$ cat src/rtl/game_pkg.sv
`default_nettype none
// +----------------------------------------------------------------------------+
// | game_pkg                                                                   |
// | Shared board geometry, FSM state type, winner codes and board helpers.     |
// | Rev 1.0  initial release                                                   |
// +----------------------------------------------------------------------------+
package game_pkg;

    localparam int SLOT_W   = 4;
    localparam int SLOTS    = 10;
    localparam int ROW_OFS  = 20;
    localparam int MAX_COLS = 5;
    localparam int ROW_W    = MAX_COLS * SLOT_W;
    localparam int BOARD_W  = SLOTS * SLOT_W;

    typedef enum logic [1:0] {
        ST_IDLE  = 2'd0,
        ST_APPLY = 2'd1,
        ST_CHECK = 2'd2,
        ST_OVER  = 2'd3
    } state_t;

    localparam logic [1:0] WIN_NONE = 2'b00;
    localparam logic [1:0] WIN_P0   = 2'b01;
    localparam logic [1:0] WIN_P1   = 2'b10;
    localparam logic [1:0] WIN_TIE  = 2'b11;

    function automatic logic [2:0] clamp_num(input logic [2:0] n);
        if (n == 3'd0)
            return 3'd1;
        else if (n > 3'd5)
            return 3'd5;
        else
            return n;
    endfunction

    function automatic logic [BOARD_W-1:0] init_board(input logic [SLOT_W-1:0] val,
                                                      input logic [2:0]        n);
        logic [BOARD_W-1:0] b;
        b = '0;
        for (int k = 0; k < SLOTS; k++) begin
            if ((k % MAX_COLS) < int'(n))
                b[k*SLOT_W +: SLOT_W] = val;
        end
        return b;
    endfunction

    function automatic logic [2:0] sat_inc(input logic [2:0] d);
        return (d == 3'd7) ? 3'd7 : d + 3'd1;
    endfunction

endpackage
`default_nettype wire

$ cat src/rtl/row_cleared.sv
`default_nettype none
// +----------------------------------------------------------------------------+
// | row_cleared                                                                |
// | Flags a board row whose active slots (col < num_q) are all zero.           |
// | Rev 1.0  initial release                                                   |
// +----------------------------------------------------------------------------+
module row_cleared
    import game_pkg::*;
(
    input  logic [ROW_W-1:0] row,
    input  logic [2:0]       num_q,
    output logic             cleared
);

    logic [MAX_COLS-1:0] col_ok;

    for (genvar c = 0; c < MAX_COLS; c++) begin : g_col
        assign col_ok[c] = (3'(c) >= num_q) || (row[c*SLOT_W +: SLOT_W] == '0);
    end

    assign cleared = &col_ok;

endmodule
`default_nettype wire

$ cat src/rtl/board_state_writer.sv
`default_nettype none
// +----------------------------------------------------------------------------+
// | board_state_writer                                                         |
// | Sole writer of the 10-slot game board: validates, applies and scores moves.|
// | Rev 1.0  initial release                                                   |
// +----------------------------------------------------------------------------+
module board_state_writer
    import game_pkg::*;
#(
    parameter int INIT_VAL    = 1,
    parameter int NUM_DEFAULT = 5,
    parameter int DRAW_LIMIT  = 3
) (
    input  logic               clk,
    input  logic               rst,
    input  logic               new_game,
    input  logic [2:0]         num,
    input  logic               move_valid,
    output logic               move_ready,
    // 6 bits so that row-1 offsets up to 36 are addressable
    input  logic [5:0]         move_index,
    input  logic [3:0]         move_value,
    input  logic               move_draw,
    output logic               move_err,
    output logic [BOARD_W-1:0] status,
    output logic               player,
    output logic               game_over,
    output logic [1:0]         winner,
    output logic [2:0]         p0_draws,
    output logic [2:0]         p1_draws
);

    localparam logic [SLOT_W-1:0] INIT_V    = SLOT_W'(INIT_VAL);
    localparam logic [2:0]        NUM_DEF   = 3'(NUM_DEFAULT);
    localparam logic [2:0]        DRAW_LIM  = 3'(DRAW_LIMIT);

    state_t             state_q, state_d;
    logic [BOARD_W-1:0] status_q, status_d;
    logic [2:0]         num_q, num_d;
    logic               player_q, player_d;
    logic               game_over_q, game_over_d;
    logic [1:0]         winner_q, winner_d;
    logic [2:0]         p0_draws_q, p0_draws_d;
    logic [2:0]         p1_draws_q, p1_draws_d;
    logic               move_err_q, move_err_d;
    logic [5:0]         idx_q, idx_d;
    logic [3:0]         val_q, val_d;
    logic               draw_q, draw_d;

    logic               row0_clr, row1_clr;
    logic               row_sel;
    logic [5:0]         col_ofs;
    logic               move_bad;
    logic [2:0]         ng_num;

    row_cleared u_row0 (.row(status_q[ROW_W-1:0]),       .num_q(num_q), .cleared(row0_clr));
    row_cleared u_row1 (.row(status_q[BOARD_W-1:ROW_W]), .num_q(num_q), .cleared(row1_clr));

    // Offset within the row; alignment survives the subtraction since ROW_OFS is a multiple of 4
    always_comb begin
        row_sel  = (move_index >= 6'(ROW_OFS));
        col_ofs  = move_index - (row_sel ? 6'(ROW_OFS) : 6'd0);
        move_bad = (col_ofs[1:0] != 2'd0)
                || (move_index > 6'd36)
                || ({2'b00, col_ofs[5:2]} >= {3'b000, num_q})
                || (row_sel != player_q)
                || (move_value > 4'd9);
        ng_num   = clamp_num(num);
    end

    always_comb begin
        state_d     = state_q;
        status_d    = status_q;
        num_d       = num_q;
        player_d    = player_q;
        game_over_d = game_over_q;
        winner_d    = winner_q;
        p0_draws_d  = p0_draws_q;
        p1_draws_d  = p1_draws_q;
        move_err_d  = 1'b0;
        idx_d       = idx_q;
        val_d       = val_q;
        draw_d      = draw_q;

        if (new_game) begin
            num_d       = ng_num;
            status_d    = init_board(INIT_V, ng_num);
            player_d    = 1'b0;
            game_over_d = 1'b0;
            winner_d    = WIN_NONE;
            p0_draws_d  = 3'd0;
            p1_draws_d  = 3'd0;
            state_d     = ST_IDLE;
        end else begin
            case (state_q)
                ST_IDLE: begin
                    if (move_valid) begin
                        if (move_bad) begin
                            move_err_d = 1'b1;
                        end else begin
                            idx_d   = move_index;
                            val_d   = move_value;
                            draw_d  = move_draw;
                            state_d = ST_APPLY;
                        end
                    end
                end
                ST_APPLY: begin
                    status_d[idx_q +: SLOT_W] = val_q;
                    if (draw_q) begin
                        if (player_q)
                            p1_draws_d = sat_inc(p1_draws_q);
                        else
                            p0_draws_d = sat_inc(p0_draws_q);
                    end
                    state_d = ST_CHECK;
                end
                ST_CHECK: begin
                    if (player_q ? row1_clr : row0_clr) begin
                        winner_d    = player_q ? WIN_P1 : WIN_P0;
                        game_over_d = 1'b1;
                        state_d     = ST_OVER;
                    end else if ((player_q ? p1_draws_q : p0_draws_q) >= DRAW_LIM) begin
                        winner_d    = WIN_TIE;
                        game_over_d = 1'b1;
                        state_d     = ST_OVER;
                    end else begin
                        player_d = ~player_q;
                        state_d  = ST_IDLE;
                    end
                end
                ST_OVER: ;
                default: state_d = ST_IDLE;
            endcase
        end
    end

    always_ff @(posedge clk or posedge rst) begin
        if (rst) begin
            state_q     <= ST_IDLE;
            status_q    <= init_board(INIT_V, NUM_DEF);
            num_q       <= NUM_DEF;
            player_q    <= 1'b0;
            game_over_q <= 1'b0;
            winner_q    <= WIN_NONE;
            p0_draws_q  <= 3'd0;
            p1_draws_q  <= 3'd0;
            move_err_q  <= 1'b0;
            idx_q       <= 6'd0;
            val_q       <= 4'd0;
            draw_q      <= 1'b0;
        end else begin
            state_q     <= state_d;
            status_q    <= status_d;
            num_q       <= num_d;
            player_q    <= player_d;
            game_over_q <= game_over_d;
            winner_q    <= winner_d;
            p0_draws_q  <= p0_draws_d;
            p1_draws_q  <= p1_draws_d;
            move_err_q  <= move_err_d;
            idx_q       <= idx_d;
            val_q       <= val_d;
            draw_q      <= draw_d;
        end
    end

    assign move_ready = (state_q == ST_IDLE);
    assign move_err   = move_err_q;
    assign status     = status_q;
    assign player     = player_q;
    assign game_over  = game_over_q;
    assign winner     = winner_q;
    assign p0_draws   = p0_draws_q;
    assign p1_draws   = p1_draws_q;

endmodule
`default_nettype wire

$ cat config.mk
export PLATFORM = sky130hd
export DESIGN_NAME = board_state_writer
export DESIGN_NICKNAME = d
export VERILOG_FILES = /design/src/rtl/game_pkg.sv /design/src/rtl/row_cleared.sv /design/src/rtl/board_state_writer.sv
export SDC_FILE = /design/constraint.sdc
export NUM_CORES = 1
export LEC_CHECK = 0
export CAP_MARGIN = 10
export CORE_UTILIZATION = 49
export CTS_CLUSTER_DIAMETER = 200
export DETAILED_ROUTE_END_ITERATION = 12
export PLACE_DENSITY = 0.81
export SYNTH_ARGS = -nofsm -noshare
export SYNTH_HDL_FRONTEND = slang
export SYNTH_SLANG_ARGS = --single-unit
$ cat constraint.sdc
create_clock -name clk -period 2.6 [get_ports clk]
set_input_delay 0.52 -clock clk [delete_from_list [all_inputs] [get_ports clk]]
set_output_delay 0.52 -clock clk [all_outputs]
set_load 0.005 [all_outputs]
# [Word-level counts from Yosys, hierarchy flattened]
# Index checks and enable logic that the tools add are counted.
[totals] out_inout_bits=52 elab_cells=134 rom_bits=0 ram_bits=0 latchBits=0 in_bits=18 memories=0 register_bits=67
[classes] div=0 shifts=2 eq_ne=10 mux=46 addsub=4 reduce_logical=41 order_cmp=16 n_mul=0 bitwise_logic=3
[ops] operator="two-way mux 40 bit" n=2
[ops] operator="bitwise mux 40 bit" n=1
[ops] operator="zero test 4 bit" n=10
[ops] operator="variable shift 4 x 8 -> 40 bit, first input constant" n=1
[ops] operator="indexed part select 4 x 8 -> 40 bit" n=1
[ops] operator="two-way mux 3 bit" n=13
[ops] operator="two-way mux 2 bit" n=10
[ops] operator="two-way mux 1 bit" n=18
[ops] operator="logical OR 1 bit" n=14
[ops] operator="AND reduction 3 bit" n=4
[ops] operator="AND reduction 5 bit" n=2
[ops] operator="nonzero test 2 bit" n=5
[ops] operator="negator 6 -> 8 bit" n=1
[ops] operator="adder 3 x 1 -> 3 bit, second input constant" n=2
[ops] operator="== test 3 bit, second input constant" n=2
[ops] operator="greater-or-equal comparator 1 x 3 -> 1 bit, first input constant" n=2
[ops] operator="greater-or-equal comparator 2 x 3 -> 1 bit, first input constant" n=2
[ops] operator="greater-or-equal comparator 6 x 5 -> 1 bit, second input constant" n=1
[ops] operator="> comparator 6 bit, second input constant" n=1
[ops] operator="less-than comparator 1 x 3 -> 1 bit, first input constant" n=2
[ops] operator="less-than comparator 2 x 3 -> 1 bit, first input constant" n=2
[ops] operator="inequality test 2 bit, second input constant" n=3
[ops] operator="inequality test 3 bit, second input constant" n=2
[ops] operator="case mux 2 bit (3 select lines)" n=1
[ops] operator="18 further kinds" n=20

# [Logic depth before layout (Yosys ltp)]
[logic_depth] word_depth=12 depth_mapped=13 depth_no_buf=12

# [By module]
# A second synthesis with hierarchy kept.
[hier_totals] cells_unflattened=484 hier_area_um2=4463.0
[by_module_without_submodules] mod="board_state_writer" cells_each=456 seq_area_each_um2=1691.6 n_inst=1 area_per_inst_um2=4247.8
[by_module_without_submodules] mod="row_cleared" cells_each=14 seq_area_each_um2=0.0 n_inst=2 area_per_inst_um2=107.6

# [Worst setup path before layout]
# No wires, ideal clock.
[synth_timing] path_kind="input port to flip-flop" startpoint="input move_index[2]" endpoint="register draw_q" setup_ps=125 cell_stages=13 slack_ps=-728 path_buffers=1 arrival_time_ps=3204 required_time_ps=2475 path_cell_list="o21a_1 nor2_1 inv_1 ha_1 ha_1 inv_1 ha_1 o21ai_0 o211ai_1 a2111oi_0 nor3b_1 buf_2 mux2_2"
[synth_via] elab_chain_len=9 elab_cells_between_ends=12 classes_between="add/sub: 1; order compare: 3; eq/ne: 1; mux: 1; bitwise: 1; reduce/logical: 5"
[synth_rtl] element="from (decl)" line="board_state_writer.sv:21" text="input logic [5:0] move_index,"
[synth_rtl] element="greater-or-equal comparator 6 x 5 -> 1 bit" line="board_state_writer.sv:61" text="row_sel = (move_index >= 6'(ROW_OFS));"
[synth_rtl] element="two-way mux 5 bit" line="board_state_writer.sv:62" text="col_ofs = move_index - (row_sel ? 6'(ROW_OFS) : 6'd0);"
[synth_rtl] element="subtractor 6 x 5 -> 6 bit" line="board_state_writer.sv:62"
[synth_rtl] element="greater-or-equal comparator 4 x 3 -> 1 bit" line="board_state_writer.sv:65" text="|| ({2'b00, col_ofs[5:2]} >= {3'b000, num_q})"
[synth_rtl] element="logical OR 1 bit" line="board_state_writer.sv:65"
[synth_rtl] element="logical OR 1 bit (*)" line="board_state_writer.sv:66" text="|| (row_sel != player_q)"
[synth_rtl] element="logical OR 1 bit (*)" line="board_state_writer.sv:67" text="|| (move_value > 4'd9);"
[synth_rtl] element="inverter 1 bit (no line) (*)"
[synth_rtl] element="AND reduction 4 bit (no line) (*)"
[synth_rtl] element="to (signal assigned)" line="board_state_writer.sv:164" text="draw_q <= draw_d;"
[synth_rtl] element="to (decl)" line="board_state_writer.sv:48" text="logic draw_q, draw_d;"
# Every way passes the cells marked *; elsewhere a longest branch is shown, timed or not.
# A chain may end at the register's enable or synchronous reset.

# [Final worst setup path]
[layout_timing] startpoint="input move_index[2]" endpoint="register idx_q[5]"
[layout_via] elab_chain_len=9 elab_cells_between_ends=12 classes_between="add/sub: 1; order compare: 3; eq/ne: 1; mux: 1; bitwise: 1; reduce/logical: 5"
[layout_rtl] element="greater-or-equal comparator 6 x 5 -> 1 bit" line="board_state_writer.sv:61"
[layout_rtl] element="two-way mux 5 bit" line="board_state_writer.sv:62"
[layout_rtl] element="subtractor 6 x 5 -> 6 bit" line="board_state_writer.sv:62"
[layout_rtl] element="greater-or-equal comparator 4 x 3 -> 1 bit" line="board_state_writer.sv:65"
[layout_rtl] element="logical OR 1 bit" line="board_state_writer.sv:65"
[layout_rtl] element="logical OR 1 bit (*)" line="board_state_writer.sv:66"
[layout_rtl] element="logical OR 1 bit (*)" line="board_state_writer.sv:67"
[layout_rtl] element="inverter 1 bit (no line) (*)"
[layout_rtl] element="AND reduction 4 bit (no line) (*)"
[layout_rtl] element="to (signal assigned)" line="board_state_writer.sv:162" text="idx_q <= idx_d;"
[layout_rtl] element="to (decl)" line="board_state_writer.sv:46" text="logic [5:0] idx_q, idx_d;"
# Marked as above.

==> run metrics <==
run status=finished with violations; failing checks=negative setup slack; CP Class=input pin to register; drt drc=0; reg2reg path depth=8; diode count=0; Worst EP required=2830 ps; worst-margin pin slew=630.3 ps; CTS tree=built; initial antenna violation count=0; design area=0.006108 sq mm; final-report max-slew violation count=0; EDFF count, synth=0; critical path peak fanout=8; placed cell areas=0.005703 sq mm; post-synthesis sequential area ratio=39.30%; final net count=658; Sink Count=67; Area Overhead vs Synth=41.92%; Initial Utilization=51.61%; GRT Total Usage=35.50%; DRT iter0 DRCs=423; Peak VDD IR=382.0 uV; Final ANT Viol Nets=0; Final setup viols=10; Layout Cells excl Fill=738; startpoint types=input pin; Core Box Area=0.008341 sq mm; FMAX=358.6 MHz; Slew headroom=57.73%; Row Count=33; Final Core Density=73.24%; RePlAce Congestion=0.9319; FF+latch count, synth=67; final period utilization=107.3%; first-pass GRT wire length=23980 um; crit end category=register; Worst Slack Setup Final=-189.0 ps; HP Start=status[36]; Worst Hold End=status[36]; Synth Flop Type=dfrtp_1; drt wl/cell=21.22 um; cells after synthesis=497; Inst Count DP=720; CTS Buf Count=9; Via density=6.305; Post-Syn Area=0.004304 sq mm; minimum clock period=2789 ps; die extent in y=95.72 um; DRT Pass-1 Iters=6; cell taking the most area after synthesis=dfrtp_1; GRT Residual Overflow=0; vias in the first global route=4428; Die Area=0.009162 sq mm; dominant cells by area after synthesis=dfrtp_1 32%, dfstp_2 7.3%, mux2i_1 5.6%; most frequent cells in the layout=77 x buf_4, 64 x clkdlybuf4s50_1, 55 x nor2_1, 55 x dfrtp_1, 46 x nand2_1; RSZ-0062 raised after global routing=yes; Post-synth ARST share=100.0%; reg2reg end=status[33]; Hold Crit Depth=2; critical path arrival=3020 ps; R2R Setup Slk=60 ps; skew final=11.14 ps; average cell area after synthesis=8.660 sq um; number of H-tree levels=3; DPL Wire Length=11290 um; commonest non-fill, non-tap cell in the layout=buf_4; leakage power=2.559 nW; Max-cap violations=0; fill cell count=619; power consumption=0.003802 W; share of post-route cells with drive strength above 1=25.12%; Worst Hold Class=register to register; Port Buffers=69; routed vias=4653; Root Buffer Master=clkbuf_8; PD cells=622.4 mW/mm^2; Unique masters post-synth=54; Hold Vio Cnt, Final=0; Ys Warns=0; r2r startpoint=idx_q[0]; number of primary I/O pins=70; Yosys top cell area share=31.98%; Worst-path clk slew=70 ps; syn nets=527; post-cts hold buffer count=0; largest net degree at the start of global routing=68; Max Root-Sink Buffers=2; DRT Wirelength=15660 um; clock latency on the worst-skew pair=350 ps; Die W=95.72 um
sequential cells by signal (all words and copies together), names as in the netlist, 2 cells and up:
signal	flops
status	40
idx_q	6
val_q	4
num_q	3
p0_draws	3
p1_draws	3
state_q	2
winner	2
kinds of logic after synthesis:
kind of cell             share of synthesized area (%)
AND/OR/NAND/NOR                                  22.36
AO/OA/AOI/OAI                                    19.04
flip-flops                                       39.30
buffers and inverters                            4.738
multiplexers                                     9.244
adder cells (fa/ha/maj)                          3.488
XOR/XNOR                                         1.831
cell usage after synthesis, types with 8 or more instances:
master     n
ha_1      12
dfrtp_1   55
o22ai_1    8
nor2_1    56
nor3_1    20
dfstp_2   12
inv_1     20
nor4_1    18
nand3_1   20
o21ai_0   26
mux2_2    14
clkbuf_1  22
a211oi_1  10
nand2_1   46
mux2i_1   24
a21oi_1   24
stage by stage:
step / hold slack (ps) / setup slack (ps) / TNS, ps
after detailed placement: 488.6 / -962.5 / -11450
final: 498.5 / -189.0 / -1537
after CTS: 500.3 / -288.5 / -2669
after global placement: 473.4 / -876.0 / -10370
after floorplan: 457.9 / -315.3 / -2713
after global routing: 521.5 / -231.6 / -2357
layer usage:
metal  track usage (%)  wire (um)  vias up
met1             46.13       6524     2256
met3             6.793       1118       35
met4             13.06        402        0
met5                 0          0        -
met2             58.75       7612      261
li1                  -          -     2101
repair_timing:
action / CTS / global route
endpoints found under the setup margin: 14 / 25
setup buffers: 4 / 1
gates resized for setup: 28 / 21
pin swaps: 7 / 8
worst max-delay path by stage:
stage	startpoint	end	slack (ps)	cells past startpoint
after CTS	move_index[3]	idx_q[5]	-290	14
after global placement	move_index[2]	idx_q[4]	-880	14
after floorplan	move_index[2]	draw_q	-320	13
final	move_index[2]	idx_q[5]	-190	14
after global routing	move_index[2]	val_q[0]	-230	14
after detailed placement	move_index[3]	val_q[1]	-960	14
final cells by class:
cell class                      count  area (sq um)  area share, %
Sequential cell                    67          1692          27.69
Tap cell                          105         131.4          2.151
Multi-Input combinational cell    379          2641          43.24
Clock buffer                       10         127.6          2.089
Clock inverter                      6         88.84          1.454
Timing Repair Buffer              151          1353          22.14
Inverter                           20         75.07          1.229
power breakdown:
group,internal [W],switching (W)
Combinational,0.000688,0.000895
Clock,0.000542,0.000437
Sequential,0.00113,0.000112
Total,0.00236,0.00144
critical path: stages:
cell and delay (ps):
buf_6 90, o21a_1 190, nor2_2 110, inv_2 60
ha_4 160, ha_4 160, xnor2_2 120, ha_1 180
nor3_1 140, o211ai_1 160, a2111oi_4 280, nor3b_4 320
buf_6 200, mux2_4 310
(Power assumes the default switching activity.)
